### config.mk
export PLATFORM = sky130hd
export DESIGN_NAME = key_conditioner
export DESIGN_NICKNAME = d
export VERILOG_FILES = /design/src/rtl/key_conditioner.sv
export SDC_FILE = /design/constraint.sdc
export NUM_CORES = 1
export LEC_CHECK = 0
export BUFFER_PORTS_ARGS = -buffer_cell sky130_fd_sc_hd__buf_2
export CAP_MARGIN = 10
export CORE_MARGIN = 1
export CORE_UTILIZATION = 57
export CTS_CLUSTER_SIZE = 24
export DETAILED_ROUTE_END_ITERATION = 16
export PLACE_DENSITY = 0.84
export SYNTH_ARGS = -nofsm -noshare
export SYNTH_HDL_FRONTEND = slang
export SYNTH_SLANG_ARGS = --single-unit
### constraint.sdc
create_clock -name clk -period 3.3 [get_ports clk]
set_input_delay 0.66 -clock clk [delete_from_list [all_inputs] [get_ports clk]]
set_output_delay 0.66 -clock clk [all_outputs]
set_load 0.005 [all_outputs]
### src/rtl/key_conditioner.sv
`default_nettype none
// ============================================================================
// Module   : key_conditioner
// Brief    : Per-key synchronizer, debouncer, press/release edge pulses and
//            auto-repeat pulse generator for raw push-button pins.
// Revision : 1.0  initial release
// ============================================================================
module key_conditioner #(
    parameter int NUM_KEYS        = 4,
    parameter int DEBOUNCE_CYCLES = 500000,
    parameter int KEY_ACTIVE_LOW  = 1,
    parameter int REPEAT_DELAY    = 25000000,
    parameter int REPEAT_PERIOD   = 5000000
) (
    input  logic                clk,
    input  logic                reset,
    input  logic [NUM_KEYS-1:0] key_raw,
    output logic [NUM_KEYS-1:0] keys,
    output logic [NUM_KEYS-1:0] keys_press,
    output logic [NUM_KEYS-1:0] keys_release,
    output logic [NUM_KEYS-1:0] keys_repeat
);

    localparam int c_DB_W    = $clog2(DEBOUNCE_CYCLES + 1);
    localparam int c_RPT_MAX = (REPEAT_DELAY > REPEAT_PERIOD) ? REPEAT_DELAY : REPEAT_PERIOD;
    localparam int c_RPT_W   = $clog2(c_RPT_MAX + 1);

    // Level of an idle (unpressed) pin; the synchronizer resets to it.
    localparam logic c_RELEASED = (KEY_ACTIVE_LOW != 0) ? 1'b1 : 1'b0;

    localparam logic [c_DB_W-1:0]  c_DB_TERM    = c_DB_W'(DEBOUNCE_CYCLES);
    localparam logic [c_RPT_W-1:0] c_RPT_DELAY  = c_RPT_W'(REPEAT_DELAY);
    localparam logic [c_RPT_W-1:0] c_RPT_PERIOD = c_RPT_W'(REPEAT_PERIOD);
    localparam logic [c_RPT_W-1:0] c_RPT_SAT    = c_RPT_W'(c_RPT_MAX);

    localparam logic [1:0] c_ST_IDLE   = 2'd0;
    localparam logic [1:0] c_ST_DELAY  = 2'd1;
    localparam logic [1:0] c_ST_REPEAT = 2'd2;

    for (genvar i = 0; i < NUM_KEYS; i++) begin : g_key
        logic               r_sync1;
        logic               r_sync2;
        logic               r_sample;
        logic [c_DB_W-1:0]  r_db_cnt;
        logic               r_level;
        logic               r_press;
        logic               r_release;
        logic [1:0]         r_state;
        logic [c_RPT_W-1:0] r_rpt_cnt;
        logic               r_repeat;

        logic               w_differs;
        logic [c_DB_W-1:0]  w_db_inc;
        logic               w_toggle;
        logic               w_level_next;
        logic               w_accept_press;
        logic               w_accept_release;
        logic [c_RPT_W-1:0] w_rpt_inc;
        logic [1:0]         w_state_next;
        logic [c_RPT_W-1:0] w_rpt_cnt_next;
        logic               w_rpt_pulse;

        assign w_differs        = (r_sample != r_level);
        assign w_db_inc         = r_db_cnt + c_DB_W'(1);
        assign w_toggle         = w_differs && (w_db_inc == c_DB_TERM);
        assign w_level_next     = r_level ^ w_toggle;
        assign w_accept_press   = w_toggle && !r_level;
        assign w_accept_release = w_toggle && r_level;

        // Synchronizer, normalization stage and debounce counter.
        always_ff @(posedge clk) begin
            if (reset) begin
                r_sync1   <= c_RELEASED;
                r_sync2   <= c_RELEASED;
                r_sample  <= 1'b0;
                r_db_cnt  <= '0;
                r_level   <= 1'b0;
                r_press   <= 1'b0;
                r_release <= 1'b0;
            end else begin
                r_sync1   <= key_raw[i];
                r_sync2   <= r_sync1;
                r_sample  <= r_sync2 ^ c_RELEASED;
                r_level   <= w_level_next;
                r_press   <= w_accept_press;
                r_release <= w_accept_release;
                if (!w_differs || w_toggle) begin
                    r_db_cnt <= '0;
                end else begin
                    r_db_cnt <= w_db_inc;
                end
            end
        end

        assign w_rpt_inc = (r_rpt_cnt == c_RPT_SAT) ? r_rpt_cnt : (r_rpt_cnt + c_RPT_W'(1));

        // The release decision looks at the level being written this edge so
        // that no repeat pulse can coincide with the release pulse.
        always_comb begin
            w_state_next   = r_state;
            w_rpt_cnt_next = r_rpt_cnt;
            w_rpt_pulse    = 1'b0;
            case (r_state)
                c_ST_IDLE: begin
                    w_rpt_cnt_next = '0;
                    if (w_accept_press) begin
                        w_state_next = c_ST_DELAY;
                        w_rpt_pulse  = 1'b1;
                    end
                end
                c_ST_DELAY: begin
                    if (!w_level_next) begin
                        w_state_next   = c_ST_IDLE;
                        w_rpt_cnt_next = '0;
                    end else if (w_rpt_inc == c_RPT_DELAY) begin
                        w_state_next   = c_ST_REPEAT;
                        w_rpt_cnt_next = '0;
                        w_rpt_pulse    = 1'b1;
                    end else begin
                        w_rpt_cnt_next = w_rpt_inc;
                    end
                end
                c_ST_REPEAT: begin
                    if (!w_level_next) begin
                        w_state_next   = c_ST_IDLE;
                        w_rpt_cnt_next = '0;
                    end else if (w_rpt_inc == c_RPT_PERIOD) begin
                        w_rpt_cnt_next = '0;
                        w_rpt_pulse    = 1'b1;
                    end else begin
                        w_rpt_cnt_next = w_rpt_inc;
                    end
                end
                default: begin
                    w_state_next   = c_ST_IDLE;
                    w_rpt_cnt_next = '0;
                end
            endcase
        end

        always_ff @(posedge clk) begin
            if (reset) begin
                r_state   <= c_ST_IDLE;
                r_rpt_cnt <= '0;
                r_repeat  <= 1'b0;
            end else begin
                r_state   <= w_state_next;
                r_rpt_cnt <= w_rpt_cnt_next;
                r_repeat  <= w_rpt_pulse;
            end
        end

        assign keys[i]         = r_level;
        assign keys_press[i]   = r_press;
        assign keys_release[i] = r_release;
        assign keys_repeat[i]  = r_repeat;
    end

endmodule
`default_nettype wire

Yosys cells after proc, flatten, opt, wreduce, memory -nomap -nowiden

Index checks and enable logic that the tools add are counted.

Bits in registers: 212
Bits of input ports: 6
Output and inout port bits: 16
Logic and storage cells: 200

Add/subtract/negate cells: 8
Equal/unequal tests: 40
Muxes and demuxes: 68
Bitwise gates (word level): 8
Reduce and logical (&&, ||, !) cells: 36

Operator list:

| cell                                                  | count |
|---|---|
| 2-to-1 mux 25 bit                                     | 20 |
| equality test 25 bit, second input constant           | 8 |
| one-hot mux 25 bit (2 select lines)                   | 4 |
| adder 25 x 1 -> 25 bit, second input constant         | 4 |
| equality test 25 x 23 -> 1 bit, second input constant | 4 |
| adder 19 x 1 -> 19 bit, second input constant         | 4 |
| equality test 19 bit, second input constant           | 4 |
| 2-to-1 mux 2 bit                                      | 16 |
| one-hot mux 2 bit (3 select lines)                    | 4 |
| 2-to-1 mux 1 bit                                      | 20 |
| inequality test 2 bit, second input constant          | 8 |
| logical AND 1 bit                                     | 12 |
| inequality test 3 bit, second input constant          | 4 |
| one-hot mux 1 bit (3 select lines)                    | 4 |
| AND reduction 3 bit                                   | 4 |
| equality test 2 x 1 -> 1 bit, second input constant   | 4 |
| equality test 2 bit, second input constant            | 4 |
| zero test 1 bit                                       | 8 |
| zero test 2 bit                                       | 4 |
| OR reduction 2 bit                                    | 4 |
| logical OR 1 bit                                      | 4 |
| inequality test 1 bit                                 | 4 |
| NOT 1 bit                                             | 4 |
| XOR 1 bit                                             | 4 |

Logic depth before layout (Yosys ltp)

Gate-level depths: netlist of the first run.

Word-level depth: 6
Mapped depth: 16
Mapped depth without buffers: 14

Worst setup path before layout of the first run

No wires, ideal clock.

Path kind: reg2reg
Start point: reg g_key[0].r_db_cnt[0]
End point: reg g_key[0].r_rpt_cnt[23]
Data arrival time: 3.403 ns
Required time: 3.241 ns
Slack: -0.162 ns
Cell stages (with the launch flop): 17
Buffers on the path: 2
Cell sequence: dfxtp_1 > ha_1 > inv_1 > or2_2 > buf_2 > nor4_1 > xnor2_1 > or3_1 > nor4_1 > and2_1 > ha_1 > inv_1 > nand2_1 > nor2_1 > o21ai_4 > buf_6 > o21ba_1

Word-level cells in the longest chain between the ends: 6

Ends and longest elaborated chain:

| item                                  | RTL line | source |
|---|---|---|
| start: declaration                    | 44       | `logic [c_DB_W-1:0] r_db_cnt;` |
| start signal: assignment              | 90       | `r_db_cnt <= w_db_inc;` |
| adder 19 x 1 -> 19 bit *              | 64       | `assign w_db_inc = r_db_cnt + c_DB_W'(1);` |
| equality test 19 bit *                | 65       | `assign w_toggle = w_differs && (w_db_inc == c_DB_TERM);` |
| logical AND 1 bit *                   | 65       |  |
| XOR 1 bit *                           | 66       | `assign w_level_next = r_level ^ w_toggle;` |
| 2-to-1 mux 25 bit (on tied branches)  | 124, 112 |  |
| one-hot mux 25 bit (2 select lines) * | 103      | `case (r_state)` |
| end signal: assignment                | 148      | `r_rpt_cnt <= w_rpt_cnt_next;` |
| end: declaration                      | 49       | `logic [c_RPT_W-1:0] r_rpt_cnt;` |

Mark *: on every way between the ends. The rest lies on a longest branch, timed or not.
A chain may end at the register's enable or synchronous reset.

Worst setup path after layout of the first run

Start point: reg g_key[3].r_db_cnt[0]
End point: reg g_key[3].r_rpt_cnt[19]

Word-level cells in the longest chain between the ends: 6

Ends and longest elaborated chain:

| item                                  | RTL line |
|---|---|
| start: declaration                    | 44 |
| start signal: assignment              | 90 |
| adder 19 x 1 -> 19 bit *              | 64 |
| equality test 19 bit *                | 65 |
| logical AND 1 bit *                   | 65 |
| XOR 1 bit *                           | 66 |
| 2-to-1 mux 25 bit (on tied branches)  | 124, 112 |
| one-hot mux 25 bit (2 select lines) * | 103 |
| end signal: assignment                | 148 |
| end: declaration                      | 49 |

Marked as above.

==> results.py, run 1 <==
metrics = {
    "timing": {
        "report.final.hold_viol_count": 0,
        "setup_viol_count_final": 0,
        "period_minus_slack_ps": 3240,
        "fmax_mhz": 309,
        "setup_tns_ps": 0,
        "fin_crit_sh": 0.982,
        "post-route-worst-setup-slack_ps": 59.5,
        "fin_skew_ps": 7.99,
        "worst_slew_margin_rel": 0.570,
        "final_max_slew_viols": 0,
        "hold-worst-slack_ps": 356,
        "worst_max_slew_pin_slew_ps": 645,
    },
    "pwr": {
        "clock_power_share": 0.539,
        "report.power.total_mw": 5.64,
        "power.combinational.fraction": 0.005,
        "pwr_per_cell_area_nw_per_um2": 416,
        "p_leak_nw": 4.59,
        "irDropWorstVdd_mv": 0.373,
        "internal_power_mw": 4.55,
        "power.sequential.fraction": 0.456,
        "switching_fraction_of_total_power": 0.193,
        "switchingPower_mw": 1.09,
    },
    "synthesis": {
        "synth_async_sr_flop_share": 0,
        "synth.lib_cells_used.distinct": 84,
        "sequential_area_share_after_synthesis": 0.356,
        "synth_edf_count": 0,
        "count_of_synthesis_stage_warnings_from_yosys": 0,
        "synthesis.area_um2": 11900,
        "mappedNetlistNets": 1476,
        "synth_cells": 1433,
        "ys_seq_elements": 212,
        "post_synth.cell_area_avg_um2": 8.33,
        "postSynth.topFlopCell": "dfxtp_1",
    },
    "finish": {
        "drive_above_1_share": 0.145,
        "layout.cells.most_common_list": "nor2_1, dfxtp_1, xnor2_1, nand2_1, nand3_1",
        "largest_registers": "g_key.r_rpt_cnt: 100 flops, g_key.r_db_cnt: 76 flops, g_key.r_state: 8 flops",
        "final_net_count": 1511,
        "layout.cells.most_common": "nor2_1",
        "layout.cell_area.non_filler_um2": 13600,
        "largest_register_ffs": 100,
        "area_growth_pct": 13.6,
        "n_antenna_cell": 0,
        "registers.top_by_ff_count": "g_key.r_rpt_cnt",
    },
    "clock_network": {
        "cts-htree-levels": 1,
        "cts.sinks": 212,
        "root_buffer": "clkbuf_16",
        "cts_tree": "done",
        "clk_path_buf_depth": 3,
        "cts-buffers-inserted": 24,
        "cts.reportedPaths.clkPinSlew_ps": 60,
        "clock_insertion_delay_worst_skew_ps": 510,
    },
    "setup_path": {
        "worst-endpoint-required_ps": 3760,
        "setup.worst_path.start_class": "flip-flop",
        "cp_data_arrival_time_ps": 3700,
        "timing.critical_path.cells": "ha_2 -> and3_1 -> and4_1 -> and3_1 -> or3_1 -> a221oi_2 -> nand4_1 -> nor2_2 -> ha_4 -> nand2b_1 -> nor2_2 -> o21ai_2 -> buf_4 -> o21ba_2",
        "end_kind": "flip-flop",
        "crit_type": "flip-flop to flip-flop",
        "critical_path.max_stage_delay_ps": 370,
        "critical_path.slowest_cell": "or3_1",
        "cp_max_fo": 6,
    },
    "worst_hold_path": {
        "timing.hold.worst.class": "primary input to flip-flop",
    },
    "placement": {
        "hpwl_um": 18400,
        "port_buffers": 21,
        "placed_cell_area_um2": 12400,
        "pre_cts_slack_ps": -47.2,
        "globalplace.congestion": 0.935,
    },
    "detailed_routing": {
        "routedWlPerCell_um": 15.6,
        "drt_pass1_iterations": 5,
        "first_iter_violations": 869,
        "routed_wl_um": 27400,
        "detail-route-antenna-nets": 0,
        "vias_per_cell": 6.08,
        "remaining_drc_errors": 0,
        "routed-via-count": 10700,
    },
    "floorplan": {
        "die_w_um": 147,
        "placeableCoreArea_um2": 20400,
        "top_level_ports": 22,
        "initial_core_util": 0.586,
        "fp.dieArea_um2": 21500,
        "core.rowCount": 52,
        "die_height_um": 147,
    },
    "global_route": {
        "grt_pass1_wl_um": 45600,
        "grt.total_usage": 0.246,
        "global_route.overflow_total": 0,
        "grt_antenna_before_repair": 0,
        "largest_net_degree_at_the_start_of_global_routing": 33,
        "via_count_of_the_first_global_routing_pass": 9962,
    },
    "job": {
        "timing.max_cap.violations": 0,
    },
    "run_status": {
        "outcome": "complete, no violations",
    },
}
metal layers:
layer / vias up / GRT usage / part of all wire
li1: 5145 / - / -
met2: 332 / 0.426 / 0.49
met4: 0 / 0.0859 / 0.028
met5: - / 0 / 0
met1: 5116 / 0.313 / 0.44
met3: 78 / 0.0332 / 0.050
cells in the mapped netlist (5+ instances only):
| cell | number | area, um2 |
|---|---|---|
| a21boi_1 | 6 | 45.0 |
| o2111a_1 | 5 | 56.3 |
| dfxtp_1 | 212 | 4240 |
| and4_1 | 14 | 123 |
| nor3b_1 | 18 | 135 |
| nand3b_1 | 7 | 52.6 |
| o21a_1 | 6 | 45.0 |
| o211ai_1 | 12 | 90.1 |
| ha_1 | 37 | 463 |
| o21ai_0 | 15 | 75.1 |
| nor4_1 | 33 | 206 |
| a21oi_1 | 25 | 125 |
| xnor2_1 | 95 | 832 |
| nor3_1 | 43 | 215 |
| nor2b_1 | 22 | 138 |
| buf_2 | 19 | 95.1 |
| a31oi_1 | 12 | 75.1 |
| nor4b_1 | 9 | 78.8 |
| nand2b_1 | 15 | 93.8 |
| buf_4 | 23 | 173 |
| or3_1 | 13 | 81.3 |
| and2_1 | 15 | 93.8 |
| o31a_1 | 5 | 43.8 |
| mux2i_1 | 6 | 60.1 |
| nor2_1 | 218 | 818 |
| xor2_1 | 73 | 639 |
| o22ai_1 | 7 | 43.8 |
| a211oi_1 | 5 | 37.5 |
| inv_1 | 43 | 161 |
| nand4_1 | 57 | 357 |
| o21ba_2 | 6 | 60.1 |
| or2_2 | 15 | 93.8 |
| and3_1 | 33 | 206 |
| nand3_1 | 81 | 405 |
| clkbuf_1 | 28 | 105 |
| nand2_1 | 83 | 312 |
| or4_1 | 11 | 82.6 |
| o31ai_1 | 12 | 90.1 |
per-stage QoR:
step           utilization  instances
2_1_floorplan            -       1433
3_3_place_gp         0.609       1703
3_5_place_dp         0.609       1703
4_1_cts              0.655       1747
5_1_grt              0.666       1755
6_report             0.666       1755
cells by family (layout without fill, tap and decap cells):
kind of cell | Yosys count | after routing | share of synthesized area
AND/OR/NAND/NOR | 720 | 720 | 0.321
multiplexers | 6 | 6 | 0.00503
buffers and inverters | 121 | 173 | 0.0501
flip-flops | 212 | 212 | 0.356
XOR/XNOR | 168 | 168 | 0.123
AO/OA/AOI/OAI | 169 | 169 | 0.107
adder cells (fa/ha/maj) | 37 | 37 | 0.0388
cell type report:
cell class              count  area [um2]
clock buffers              29         661
clock inverters            14         251
fillers                  1532        6800
inverters                  43         161
multi-input cells        1100        7270
flip-flops and latches    212        4250
well taps                 270         338
repair buffers             87         626
power by group through the flow:
stage          registers (mW)  clock network (mW)  logic (mW)
2_1_floorplan            2.62                   0      0.0187
3_3_place_gp             2.62                   0      0.0283
3_5_place_dp             2.63                   0      0.0288
4_1_cts                  2.57                3.09      0.0296
5_1_grt                  2.57                3.19      0.0329
6_report                 2.57                3.04      0.0302
repair_timing:
action,CTS,global route
endpoints found under the setup margin,21,97
pin swaps,1,15
hold buffers,0,0
resized for setup,4,37
setup buffers,1,8
worst paths after layout:
check	start	to	slack, ps	cells past startpoint
setup / recovery	g_key[3].r_db_cnt[0]	g_key[3].r_rpt_cnt[19]	60	14
hold / removal	key_raw[2]	g_key[2].r_sync1	360	2
setup reg to reg	g_key[3].r_db_cnt[0]	g_key[3].r_rpt_cnt[19]	60	14
hold reg to reg	g_key[2].r_sync2	g_key[2].r_sample	380	1
critical path: cells and delay by family (launching register included):
family	cells	cell delay, ps
fa+ha+maj	2	450
simple gates	8	1630
compound gates	3	610
flops	1	330
buf+inv	1	160
(Power assumes the default switching activity.)
==> run 2: changes to the inputs <==
==> constraint.sdc (replaced) <==
create_clock -name clk -period 3.3 [get_ports clk]
set_input_delay 0.165 -clock clk [delete_from_list [all_inputs] [get_ports clk]]
set_output_delay 0.165 -clock clk [all_outputs]
set_load 0.005 [all_outputs]
==> run 2 against run 1 <==
  * Final area is 1.3% lower
  * Non-clock buffer count is 2 lower
  * Final cell count is 0.17% lower
  * Total power is 7.3% lower
  * Largest power group unchanged
  * Via count is 2.0% lower
  * Core utilization is 0.88 points lower
  * Worst hold slack worse by 160 ps
  * Flip-flop and latch count stayed put
  * Global-route usage hardly changed
  * Critical path depth is 1 lower
  * Highest routed layer unchanged
  * Sequential power hardly changed
  * First-iteration DRC count is 23% lower
==> results.py, run 2 (synthesis results as in run 1) <==
metrics = {
    "floorplan": {
        "die_w_um": 147,
        "placeableCoreArea_um2": 20400,
        "die_height_um": 147,
        "initial_core_util": 0.586,
        "top_level_ports": 22,
        "core.rowCount": 52,
        "fp.dieArea_um2": 21500,
    },
    "placement": {
        "port_buffers": 21,
        "placed_cells": 1700,
        "hpwl_um": 18400,
        "placed_cell_area_um2": 12400,
        "globalplace.congestion": 0.928,
        "pre_cts_slack_ps": -32.0,
    },
    "finish": {
        "largest_register_ffs": 100,
        "layout.cell_area.non_filler_um2": 13400,
        "n_antenna_cell": 0,
        "registers.top_by_ff_count": "g_key.r_rpt_cnt",
        "final_net_count": 1509,
        "drive_above_1_share": 0.135,
        "layout.cells.most_common": "nor2_1",
        "layout.cells.most_common_list": "nor2_1, dfxtp_1, xnor2_1, nand2_1, nand3_1",
        "area_growth_pct": 12.1,
        "largest_registers": "g_key.r_rpt_cnt: 100 flops, g_key.r_db_cnt: 76 flops, g_key.r_state: 8 flops",
        "final_cell_count_no_fill": 1752,
    },
    "global_route": {
        "via_count_of_the_first_global_routing_pass": 9948,
        "global_route.overflow_total": 0,
        "grt.total_usage": 0.246,
        "grt_pass1_wl_um": 45500,
        "grt_antenna_before_repair": 0,
        "largest_net_degree_at_the_start_of_global_routing": 38,
    },
    "setup_path": {
        "worst-r2r-cell-count": 13,
        "most_frequent_cell_on_the_critical_path": "nor4_2",
        "r2r_slack_ps": 70,
        "timing.critical_path.cells": "nand4_2 -> buf_4 -> nor4_2 -> a31oi_1 -> or3_1 -> nor4_2 -> and2_1 -> ha_1 -> inv_2 -> nand2_2 -> nor3b_2 -> o21ai_0 -> a211oi_1",
        "critical_path.slowest_cell": "dfxtp_1",
        "setup.worst_path.start_class": "flip-flop",
        "worst-endpoint-required_ps": 3720,
        "crit_type": "flip-flop to flip-flop",
        "r2r-end": "g_key[0].r_repeat",
        "end_kind": "flip-flop",
        "r2r_start": "g_key[0].r_db_cnt[3]",
        "cp_max_fo": 5,
        "cp_data_arrival_time_ps": 3640,
        "critical_path.max_stage_delay_ps": 420,
    },
    "clock_network": {
        "root_buffer": "clkbuf_16",
        "clock_insertion_delay_worst_skew_ps": 510,
        "clk_path_buf_depth": 3,
        "cts_tree": "done",
        "cts.reportedPaths.clkPinSlew_ps": 60,
        "cts-htree-levels": 1,
        "cts.sinks": 212,
        "cts-buffers-inserted": 24,
    },
    "detailed_routing": {
        "remaining_drc_errors": 0,
        "routed_wl_um": 27000,
        "routedWlPerCell_um": 15.4,
        "drt_pass1_iterations": 8,
        "routed-via-count": 10500,
        "vias_per_cell": 5.97,
        "detail-route-antenna-nets": 0,
        "first_iter_violations": 672,
    },
    "worst_hold_path": {
        "worstHoldEndpoint": "g_key[3].r_press",
        "timing.hold.worst.class": "primary input to flip-flop",
        "worstHoldPathCells": 2,
        "min-delay-start": "reset",
    },
    "pwr": {
        "p_leak_nw": 4.49,
        "irDropWorstVdd_mv": 0.290,
        "pwr_per_cell_area_nw_per_um2": 391,
    },
    "timing": {
        "fin_skew_ps": 13.0,
        "hold-worst-slack_ps": 193,
        "final_max_slew_viols": 0,
        "setup_tns_ps": 0,
        "post-route-worst-setup-slack_ps": 74.5,
        "report.final.hold_viol_count": 0,
        "worst_slew_margin_rel": 0.518,
        "fmax_mhz": 310,
        "period_minus_slack_ps": 3230,
        "fin_crit_sh": 0.977,
        "setup_viol_count_final": 0,
        "worst_max_slew_pin_slew_ps": 723,
    },
    "run_status": {
        "outcome": "complete, no violations",
    },
    "job": {
        "timing.max_cap.violations": 0,
    },
}
-- run 2: critical path: cells and delay by family (launching register included) --
family          cells  cell delay [ps]
flops               1              420
simple gates        7             1570
fa+ha+maj           1              260
compound gates      3              600
buf+inv             2              280
-- run 2: power by group --
| group | internal, mW | switching [mW] | leakage (nW) | total [mW] |
|---|---|---|---|---|
| sequential | 2.57 | 0.00267 | 1.71 | 2.57 |
| clock | 1.57 | 1.06 | 0.390 | 2.63 |
| combinational | 0.0120 | 0.0199 | 2.39 | 0.0319 |
-- run 2: repair_timing --
action                                  4_1_cts  5_1_grt
resized for setup                             6       28
pin swaps                                     1        8
endpoints found under the setup margin       21       83
endpoints found under the hold margin         4        0
hold buffers                                  4        0
cloned                                        0        0
buffers inserted                              1        5
-- run 2: area by class of cell --
| cell class | count | area [um2] |
|---|---|---|
| Tap cell | 270 | 338 |
| Fill cell | 1593 | 6980 |
| Timing Repair Buffer | 85 | 608 |
| Multi-Input combinational cell | 1100 | 7240 |
| Clock inverter | 9 | 80.1 |
| Inverter | 43 | 161 |
| Clock buffer | 33 | 706 |
| Sequential cell | 212 | 4250 |
-- run 2: metrics by stage --
stage	utilization	total power [mW]
final	0.657	5.23
after global routing	0.657	5.38
after CTS	0.650	5.26
after detailed placement	0.608	2.65
after global placement	0.608	2.65
after floorplan	-	2.64
-- run 2: worst max-delay path by stage --
stage,from,to,slack [ps]
finish,g_key[0].r_db_cnt[3],g_key[0].r_repeat,70
global route,g_key[0].r_db_cnt[1],g_key[0].r_repeat,-150
CTS,g_key[0].r_db_cnt[7],g_key[0].r_repeat,2
detailed placement,g_key[0].r_db_cnt[2],g_key[0].r_rpt_cnt[2],-30
global placement,g_key[0].r_db_cnt[1],g_key[0].r_rpt_cnt[2],140
floorplan,g_key[1].r_db_cnt[2],g_key[1].r_rpt_cnt[10],100
-- run 2: per-layer routing --
| layer | routed length [um] | GRT usage | share of wire |
|---|---|---|---|
| met1 | 11800 | 0.308 | 0.44 |
| met2 | 13300 | 0.434 | 0.49 |
| met3 | 1410 | 0.0373 | 0.052 |
| met4 | 478 | 0.0740 | 0.018 |
| met5 | 0 | 0 | 0 |
==> run 3: changes to the inputs <==
CORE_MARGIN = unset   (was 1)
CORE_UTILIZATION = 25   (was 57)
PLACE_DENSITY = 0.48   (was 0.84)
==> run 3 against run 2 <==
  * The run now ends with DRC left
  * Flip-flop and latch count stayed put
  * Global-route usage fell by 13 points
  * Setup slack better by 150 ps
  * Total power grew 13%
  * Sequential share of layout area shrank 2.2 points
  * Critical path depth up 2
  * Core utilization fell by 35 points
  * Critical endpoint is now g_key[0].r_rpt_cnt[22]
  * Largest cell class unchanged
==> results.py, run 3 (synthesis results as in run 1) <==
metrics = {
    "run_status": {
        "outcome": "finished with violations",
        "failed_checks": "DRC",
    },
    "timing": {
        "worst_slew_margin_rel": 0.575,
        "report.final.hold_viol_count": 0,
        "fmax_mhz": 325,
        "final_max_slew_viols": 0,
        "grt_setup_unrepaired": "false",
        "setup_viol_count_final": 0,
        "fin_crit_sh": 0.932,
        "fin_skew_ps": 7.85,
        "worst_max_slew_pin_slew_ps": 637,
        "period_minus_slack_ps": 3070,
    },
    "detailed_routing": {
        "drt_pass1_iterations": 10,
        "routedWlPerCell_um": 13.1,
        "routed-via-count": 10300,
        "routed_wl_um": 28000,
        "detail-route-antenna-nets": 0,
        "vias_per_cell": 4.81,
        "remaining_drc_errors": 4,
        "first_iter_violations": 607,
    },
    "finish": {
        "layout.cell_area.non_filler_um2": 14400,
        "largest_registers": "g_key.r_rpt_cnt: 100 flops, g_key.r_db_cnt: 76 flops, g_key.r_state: 8 flops",
        "largest_register_ffs": 100,
        "registers.top_by_ff_count": "g_key.r_rpt_cnt",
        "n_antenna_cell": 0,
        "multi_input_logic_area_um2": 7300,
        "final_net_count": 1547,
        "regArea_um2": 4250,
        "layout.cells.most_common": "dfxtp_1",
        "area_growth_pct": 20.4,
        "postLayoutCoreUtil": 0.307,
        "layout.cells.most_common_list": "dfxtp_1, nor2_1, xnor2_1, buf_4, nand2_1",
        "fillCellCount": 4978,
        "drive_above_1_share": 0.162,
    },
    "pwr": {
        "pwr_per_cell_area_nw_per_um2": 413,
        "report.power.total_mw": 5.93,
        "irDropWorstVdd_mv": 0.326,
        "p_leak_nw": 4.80,
    },
    "global_route": {
        "grt.total_usage": 0.114,
        "largest_net_degree_at_the_start_of_global_routing": 25,
        "via_count_of_the_first_global_routing_pass": 9430,
        "grt_pass1_wl_um": 46400,
        "grt_antenna_before_repair": 0,
        "global_route.overflow_total": 0,
    },
    "floorplan": {
        "die_height_um": 220,
        "core.rowCount": 79,
        "fp.dieArea_um2": 48600,
        "initial_core_util": 0.255,
        "die_w_um": 220,
        "top_level_ports": 22,
        "placeableCoreArea_um2": 46900,
    },
    "placement": {
        "globalplace.congestion": 0.842,
        "port_buffers": 21,
        "hpwl_um": 20000,
        "placed_cell_area_um2": 13100,
    },
    "worst_hold_path": {
        "worstHoldEndpoint": "g_key[1].r_sample",
        "timing.hold.worst.class": "primary input to flip-flop",
        "min-delay-start": "reset",
        "worstHoldPathCells": 2,
    },
    "setup_path": {
        "r2r_slack_ps": 230,
        "worst-endpoint-required_ps": 3770,
        "cp_max_fo": 6,
        "setup.worst_path.start_class": "flip-flop",
        "crit_type": "flip-flop to flip-flop",
        "cp_data_arrival_time_ps": 3540,
        "worst-r2r-cell-count": 15,
        "r2r_start": "g_key[0].r_db_cnt[1]",
        "end_kind": "flip-flop",
        "r2r-end": "g_key[0].r_rpt_cnt[22]",
    },
    "clock_network": {
        "cts_tree": "done",
        "cts-htree-levels": 1,
        "root_buffer": "clkbuf_16",
        "cts-buffers-inserted": 27,
        "clock_insertion_delay_worst_skew_ps": 540,
        "clk_path_buf_depth": 3,
        "cts.sinks": 212,
        "cts.reportedPaths.clkPinSlew_ps": 60,
    },
    "job": {
        "timing.max_cap.violations": 0,
    },
}
run 3: metal layers:
| metal | global-route usage | routed length, um | vias up |
|---|---|---|---|
| li1 | - | - | 5230 |
| met4 | 0.0372 | 605 | 0 |
| met3 | 0.0153 | 1090 | 38 |
| met5 | 0 | 0 | - |
| met1 | 0.160 | 14000 | 4821 |
| met2 | 0.177 | 12400 | 166 |
run 3: stage by stage:
step	setup TNS, ps	setup WS (ps)	std cells	hold slack (ps)
2_1_floorplan	0	97.7	1433	269
3_3_place_gp	0	70.7	2071	361
3_5_place_dp	-2.27	-2.27	2071	356
4_1_cts	0	5.75	2124	89.9
5_1_grt	0	1.33	2131	137
6_report	0	225	2131	103
run 3: worst max-delay path: stages, from the launching register on:
cell and delay (ps):
dfxtp_1 330, ha_2 180, inv_1 50, or2_4 280, nor4_4 150, xnor2_1 110, or3_1 390, nor4_2 300
and2_1 190, ha_1 260, inv_2 90, nand2_1 100, nor2_4 170, o21ai_4 140, buf_4 180, a21oi_1 100
run 3: worst max-delay path by stage:
| stage | from | slack (ps) | endpoint | cells after the start |
|---|---|---|---|---|
| 2_1_floorplan | g_key[1].r_db_cnt[2] | 100 | g_key[1].r_rpt_cnt[10] | 15 |
| 3_3_place_gp | g_key[0].r_db_cnt[1] | 70 | g_key[0].r_rpt_cnt[10] | 15 |
| 3_5_place_dp | g_key[0].r_db_cnt[1] | -2 | g_key[0].r_rpt_cnt[10] | 15 |
| 4_1_cts | g_key[0].r_db_cnt[1] | 6 | g_key[0].r_rpt_cnt[10] | 15 |
| 5_1_grt | g_key[3].r_rpt_cnt[4] | 1 | g_key[3].r_rpt_cnt[23] | 10 |
| 6_report | g_key[0].r_db_cnt[1] | 230 | g_key[0].r_rpt_cnt[22] | 15 |
run 3: cell type report:
type | instances | area share
Sequential cell | 212 | 0.296
Multi-Input combinational cell | 1101 | 0.508
Tap cell | 607 | 0.0529
Inverter | 43 | 0.0112
Clock buffer | 33 | 0.0521
Clock inverter | 16 | 0.0186
Timing Repair Buffer | 119 | 0.0617
run 3: power breakdown:
group | leakage [nW] | switching (mW) | internal, mW | total (mW)
registers | 1.71 | 0.00282 | 2.57 | 2.57
logic | 2.60 | 0.0209 | 0.0132 | 0.0340
clock network | 0.497 | 1.17 | 2.15 | 3.33
run 3: timing repair:
action	CTS	global route
setup buffers	0	6
resized for setup	1	42
endpoints found under the hold margin	4	0
hold buffers	4	0
endpoints found under the setup margin	7	100
pin swaps	0	10
gates cloned	0	1
